--- config.mk ---
export PLATFORM = sky130hd
export DESIGN_NAME = dma_stripe_reader
export DESIGN_NICKNAME = d
export VERILOG_FILES = /design/src/rtl/dma_stripe_reader.sv
export SDC_FILE = /design/constraint.sdc
export NUM_CORES = 1
export LEC_CHECK = 0
export ABC_AREA = 1
export ABC_CLOCK_PERIOD_IN_PS = 2310
export CORE_MARGIN = 3
export CORE_UTILIZATION = 60
export CTS_CLUSTER_SIZE = 24
export DETAILED_ROUTE_END_ITERATION = 10
export DONT_BUFFER_PORTS = 1
export PLACE_DENSITY = 0.76
export SYNTH_ARGS = -nofsm -noshare
export SYNTH_HDL_FRONTEND = slang
export SYNTH_SLANG_ARGS = --single-unit
--- constraint.sdc ---
create_clock -name clk_i -period 2.31 [get_ports clk_i]
set_input_delay 0.1155 -clock clk_i [delete_from_list [all_inputs] [get_ports clk_i]]
set_output_delay 0.1155 -clock clk_i [all_outputs]
set_load 0.02 [all_outputs]
--- src/rtl/dma_stripe_reader.sv ---
// Stripe reader: streams a contiguous pixel region from a 1-cycle-latency memory
// and deals consecutive pixels round-robin into NUM_CH backpressured lane FIFOs.
module dma_stripe_reader #(
    parameter int NUM_CH = 4,
    parameter int DATA_W = 8,
    parameter int ADDR_W = 32
) (
    input  logic                     clk_i,
    input  logic                     reset_i,
    input  logic                     start_i,
    input  logic                     abort_i,
    input  logic [ADDR_W-1:0]        base_addr_i,
    input  logic [ADDR_W-1:0]        length_i,
    output logic                     busy_o,
    output logic                     done_o,
    output logic                     aborted_o,
    output logic [ADDR_W-1:0]        mem_addr_o,
    output logic                     mem_en_o,
    output logic                     mem_rw_o,
    input  logic [DATA_W-1:0]        mem_data_in_i,
    output logic [NUM_CH*DATA_W-1:0] ch_data_o,
    output logic [NUM_CH-1:0]        ch_wr_en_o,
    input  logic [NUM_CH-1:0]        ch_full_i
);
    localparam int LW = (NUM_CH > 1) ? $clog2(NUM_CH) : 1;

    typedef enum logic [1:0] {IDLE, RUN, DRAIN} state_t;

    state_t                   state_q, state_d;
    logic [ADDR_W-1:0]        idx_q, idx_d;
    logic [ADDR_W-1:0]        base_q, base_d;
    logic [ADDR_W-1:0]        len_q, len_d;
    logic [ADDR_W-1:0]        memAddr_q, memAddr_d;
    logic                     memEn_q, memEn_d;
    logic                     done_q, done_d;
    logic                     aborted_q, aborted_d;
    logic                     abortSeen_q, abortSeen_d;
    logic [NUM_CH*DATA_W-1:0] chData_q, chData_d;
    logic [NUM_CH-1:0]        chWrEn_q, chWrEn_d;
    // Tag stage 0 tracks the memory request, 1 the returning data, 2 the lane write.
    logic [2:0]               tagV_q, tagV_d;
    logic [2:0][LW-1:0]       tagL_q, tagL_d;

    logic [LW-1:0]            lane;
    logic                     laneBusy;
    logic                     finishing;
    logic                     endAbort;
    logic                     pipeEmptyNext;

    assign lane = (NUM_CH == 1) ? '0 : idx_q[LW-1:0];

    always_comb begin
        state_d     = state_q;
        idx_d       = idx_q;
        base_d      = base_q;
        len_d       = len_q;
        memAddr_d   = memAddr_q;
        memEn_d     = 1'b0;
        done_d      = done_q;
        aborted_d   = aborted_q;
        abortSeen_d = abortSeen_q;
        chData_d    = chData_q;
        chWrEn_d    = '0;
        tagV_d      = {tagV_q[1:0], 1'b0};
        tagL_d      = {tagL_q[1], tagL_q[0], lane};
        finishing   = 1'b0;
        endAbort    = abortSeen_q | abort_i;

        laneBusy = 1'b0;
        for (int s = 0; s < 3; s++) begin
            if (tagV_q[s] && (tagL_q[s] == lane)) begin
                laneBusy = 1'b1;
            end
        end

        // Stage 2 empties at this edge, so only stages 0 and 1 can still hold work.
        pipeEmptyNext = !tagV_q[0] && !tagV_q[1];

        if (tagV_q[1]) begin
            chData_d[int'(tagL_q[1])*DATA_W +: DATA_W] = mem_data_in_i;
            chWrEn_d[tagL_q[1]] = 1'b1;
        end

        case (state_q)
            IDLE: begin
                if (start_i) begin
                    base_d      = base_addr_i;
                    len_d       = length_i;
                    idx_d       = '0;
                    done_d      = 1'b0;
                    aborted_d   = 1'b0;
                    abortSeen_d = 1'b0;
                    state_d     = RUN;
                end
            end
            RUN: begin
                if (abort_i || (idx_q == len_q)) begin
                    finishing = 1'b1;
                end else if (!ch_full_i[lane] && !laneBusy) begin
                    memEn_d   = 1'b1;
                    memAddr_d = base_q + idx_q;
                    idx_d     = idx_q + ADDR_W'(1);
                    tagV_d[0] = 1'b1;
                end
            end
            DRAIN: begin
                finishing = 1'b1;
            end
            default: begin
                state_d = IDLE;
            end
        endcase

        if (finishing) begin
            abortSeen_d = endAbort;
            if (pipeEmptyNext) begin
                state_d   = IDLE;
                done_d    = !endAbort;
                aborted_d = endAbort;
            end else begin
                state_d = DRAIN;
            end
        end
    end

    always_ff @(posedge clk_i) begin
        if (reset_i) begin
            state_q     <= IDLE;
            idx_q       <= '0;
            base_q      <= '0;
            len_q       <= '0;
            memAddr_q   <= '0;
            memEn_q     <= 1'b0;
            done_q      <= 1'b0;
            aborted_q   <= 1'b0;
            abortSeen_q <= 1'b0;
            chData_q    <= '0;
            chWrEn_q    <= '0;
            tagV_q      <= '0;
            tagL_q      <= '0;
        end else begin
            state_q     <= state_d;
            idx_q       <= idx_d;
            base_q      <= base_d;
            len_q       <= len_d;
            memAddr_q   <= memAddr_d;
            memEn_q     <= memEn_d;
            done_q      <= done_d;
            aborted_q   <= aborted_d;
            abortSeen_q <= abortSeen_d;
            chData_q    <= chData_d;
            chWrEn_q    <= chWrEn_d;
            tagV_q      <= tagV_d;
            tagL_q      <= tagL_d;
        end
    end

    assign busy_o     = (state_q != IDLE);
    assign done_o     = done_q;
    assign aborted_o  = aborted_q;
    assign mem_addr_o = memAddr_q;
    assign mem_en_o   = memEn_q;
    assign mem_rw_o   = 1'b0;
    assign ch_data_o  = chData_q;
    assign ch_wr_en_o = chWrEn_q;

endmodule
==> metrics <==
outcome finished clean; fin crit period around 2.2 ns; crit path from idx_q[0]; fin. max-slew vios 0; synth cell count leaders nor2_1, nand2_1, dfxtp_1; post-synth top area share 36.1%; Post-Syn Instances 1395; setup slack, reg-to-reg 0.12 ns; FMAX 0.457 GHz; H-tree depth 4; Overall Global Routing Usage around a third; Clock Power Share approximately 31%; Mapped Avg Cell Area 7.07 sq um; Static Leakage between 4 and 5 nW; area leader, netlist dfxtp_1; Area Overhead vs Synth 18.2%; worst-path cell chain ha_1, fa_1, nand3_1, nand2_1, nand2_1, nand3_1, buf_4, nand4_1, nand3_1, xnor2_1, buf_4, a21oi_1; Placer Congestion roughly 1.0; Worst path most repeated cell nand3_1; final setup fails 0; r2r endpoint mem_addr_o[24]; Worst EP required between 2 and 3 ns; Worst setup EP type flop; share of cells above drive strength 1 between 10% and 20%; nets between 1500 and 2000; P_sw about 3.6 mW; CP arrival around 2.5 ns; ys async rst share 0%; share of power burned in registers between 30% and 40%; Pre-antenna DRT Iters 8; critical path's largest stage delay 0.40 ns; Comb pwr share ~29%; Hold Crit Class input port to flop; internal power 6.01 mW; Root Driver clkbuf_16; startpoint types flop; Reg2Reg Depth 12; drt via density ~5.7; reg2reg start idx_q[0]; pwr dens 824 nW/um^2; CTS tree built; Hold Fails Final Rpt 0; Mapped Area 9860 sq um; Starting Density 61.7%; chip width ~130 microns; Detailed Route WL 28.9 mm; Post-CTS Setup Repair Bufs 0; IO Pins 153; top post-synthesis cells by area dfxtp_1, nor2_1, nand2_1; max cap viols 0; main flop type after synthesis dfxtp_1; Net Count, Synth between 1500 and 2000; # rows 46; die height roughly 130 microns; critical path fanouts, max 3; port bufs 0; unrepaired setup endpoints after global routing yes; synth unique cells 45; TritonCTS Buffers 17; Hold WS approximately 0.0057 ns; Worst-Skew Late Latency 0.44 ns; GRT overflow 0; Sw Share 37.4%; Reg clk slew, reported paths 0.08 ns; kind of critical path flop to flop; Syn. warnings 0; Via Count 9740; first-pass GRT wire length 46.6 mm; routed len/inst roughly 17 microns; Ant. Diodes 0; Post-synth EDFFs 0; VDD IR max about 0.6 mV; Final HPWL DP 20.7 mm; Tcrit/Tclk final between 90 and 100%; number of global-route vias before repair approximately 9200; Clock Path Buffers 2; slowest stage cell on the critical path fa_1; initial antenna violation count 0; die area 18000 sq um; flops & latches, synth around 180; largest net degree at the start of global routing slightly above 70; CP endpoint mem_addr_o[24]; Clock Skew between 0.01 and 0.015 ns; DR iter-0 viols about 950; core area ~16000 sq um; register area share after synthesis between 30% and 40%; ANT nets after route 0; # DRC 0; most frequent cell after synthesis nor2_1; Slew HR between 50% and 60%; Tightest Pin Transition just over 0.7 ns; clock sink total 178; Overall Power a little under 10 mW
[layout make-up]
cell class | count | area [sq um]
fill | 1329 | 4340
multi-input combinational | 1068 | 5690
inverter | 87 | 332
tap | 216 | 270
clock buffer | 19 | 453
clock inverter | 13 | 165
timing repair buffer | 129 | 1180
sequential | 178 | 3570
[logic make-up after synthesis]
logic type                 synth area share (%)
DFF                                        36.1
xor gates and xnor gates                   6.57
other                                    0.0380
buffers and inverters                      6.43
AOI/OAI and AO/OA                          16.5
and+or+nand+nor                            28.7
adders and majority gates                  5.66
[cells in the final DEF (no fill, tap or decap), types with 17 or more instances in the layout]
master,count
a21oi_1,116
a21oi_2,20
buf_4,54
clkbuf_16,17
dfxtp_1,176
dlygate4sd3_1,73
ha_1,43
inv_1,78
nand2_1,256
nand3_1,56
nand3_2,25
nor2_1,264
nor3_1,27
o21ai_0,92
o21ai_1,27
xnor2_1,52
xor2_1,22
[layer usage]
metal,track usage (%),vias up,share of wire [%]
li1,-,4760,-
met1,42.5,4434,43
met2,51.2,477,45
met3,8.36,69,10
met4,10.1,0,2.4
met5,0,-,0
[through the flow]
stage               setup TNS, ns  instances  util, %  instance area, sq um  worst slack (ns)
finish                          0       1710     72.9                 11700             0.121
global route             -0.00543       1710     72.9                 11700          -0.00543
CTS                             0       1710     72.7                 11600            0.0301
detailed placement              0       1604     64.1                 10300            0.0417
global placement                0       1604     64.1                 10300            0.0972
floorplan                       0       1395        -                  9860             0.305
[worst min-delay path by stage]
| stage | startpoint | cells past startpoint | to | slack, ns |
|---|---|---|---|---|
| after global placement | reset_i | 1 | mem_addr_o[0] | 0.19 |
| after CTS | mem_data_in_i[3] | 4 | ch_data_o[11] | 0.003 |
| after detailed placement | reset_i | 1 | mem_addr_o[0] | 0.19 |
| after global routing | mem_data_in_i[3] | 4 | ch_data_o[11] | 0.02 |
| after floorplan | mem_data_in_i[0] | 2 | ch_data_o[0] | 0.26 |
| final | mem_data_in_i[3] | 4 | ch_data_o[11] | 0.006 |
[power by group through the flow]
stage	combinational [mW]	clock (mW)	sequential (mW)
after floorplan	2.05	0	3.80
after global placement	2.53	0	3.89
after detailed placement	2.56	0	3.89
after CTS	2.71	3.03	3.83
after global routing	3.08	3.13	3.87
final	2.77	3.00	3.83
[sequential cells by signal, summed over array words and instances, names as in the netlist]
| signal | flops |
|---|---|
| done_o | 1 |
| state_q | 2 |
| idx_q | 32 |
| ch_data_o | 32 |
| len_q | 32 |
| aborted_o | 1 |
| ch_wr_en_o | 4 |
| mem_addr_o | 32 |
| tagL_q | 2 |
| tagL_d | 4 |
| abortSeen_q | 1 |
| tagV_q | 3 |
| base_q | 32 |
[critical path: cells and delay by family (launching register included)]
kind            cells  cell delay, ns
simple gates        6            0.58
flops               1            0.32
compound gates      1            0.05
fa+ha+maj           2            0.62
xor+xnor            1            0.20
buf+inv             2            0.31
[what timing repair did]
action,in CTS,in global routing
endpoints found under the setup margin,0,32
hold buffers,74,0
gates resized for setup,0,9
endpoints found under the hold margin,141,0
No activity file was read; power rests on OpenSTA's default activity.
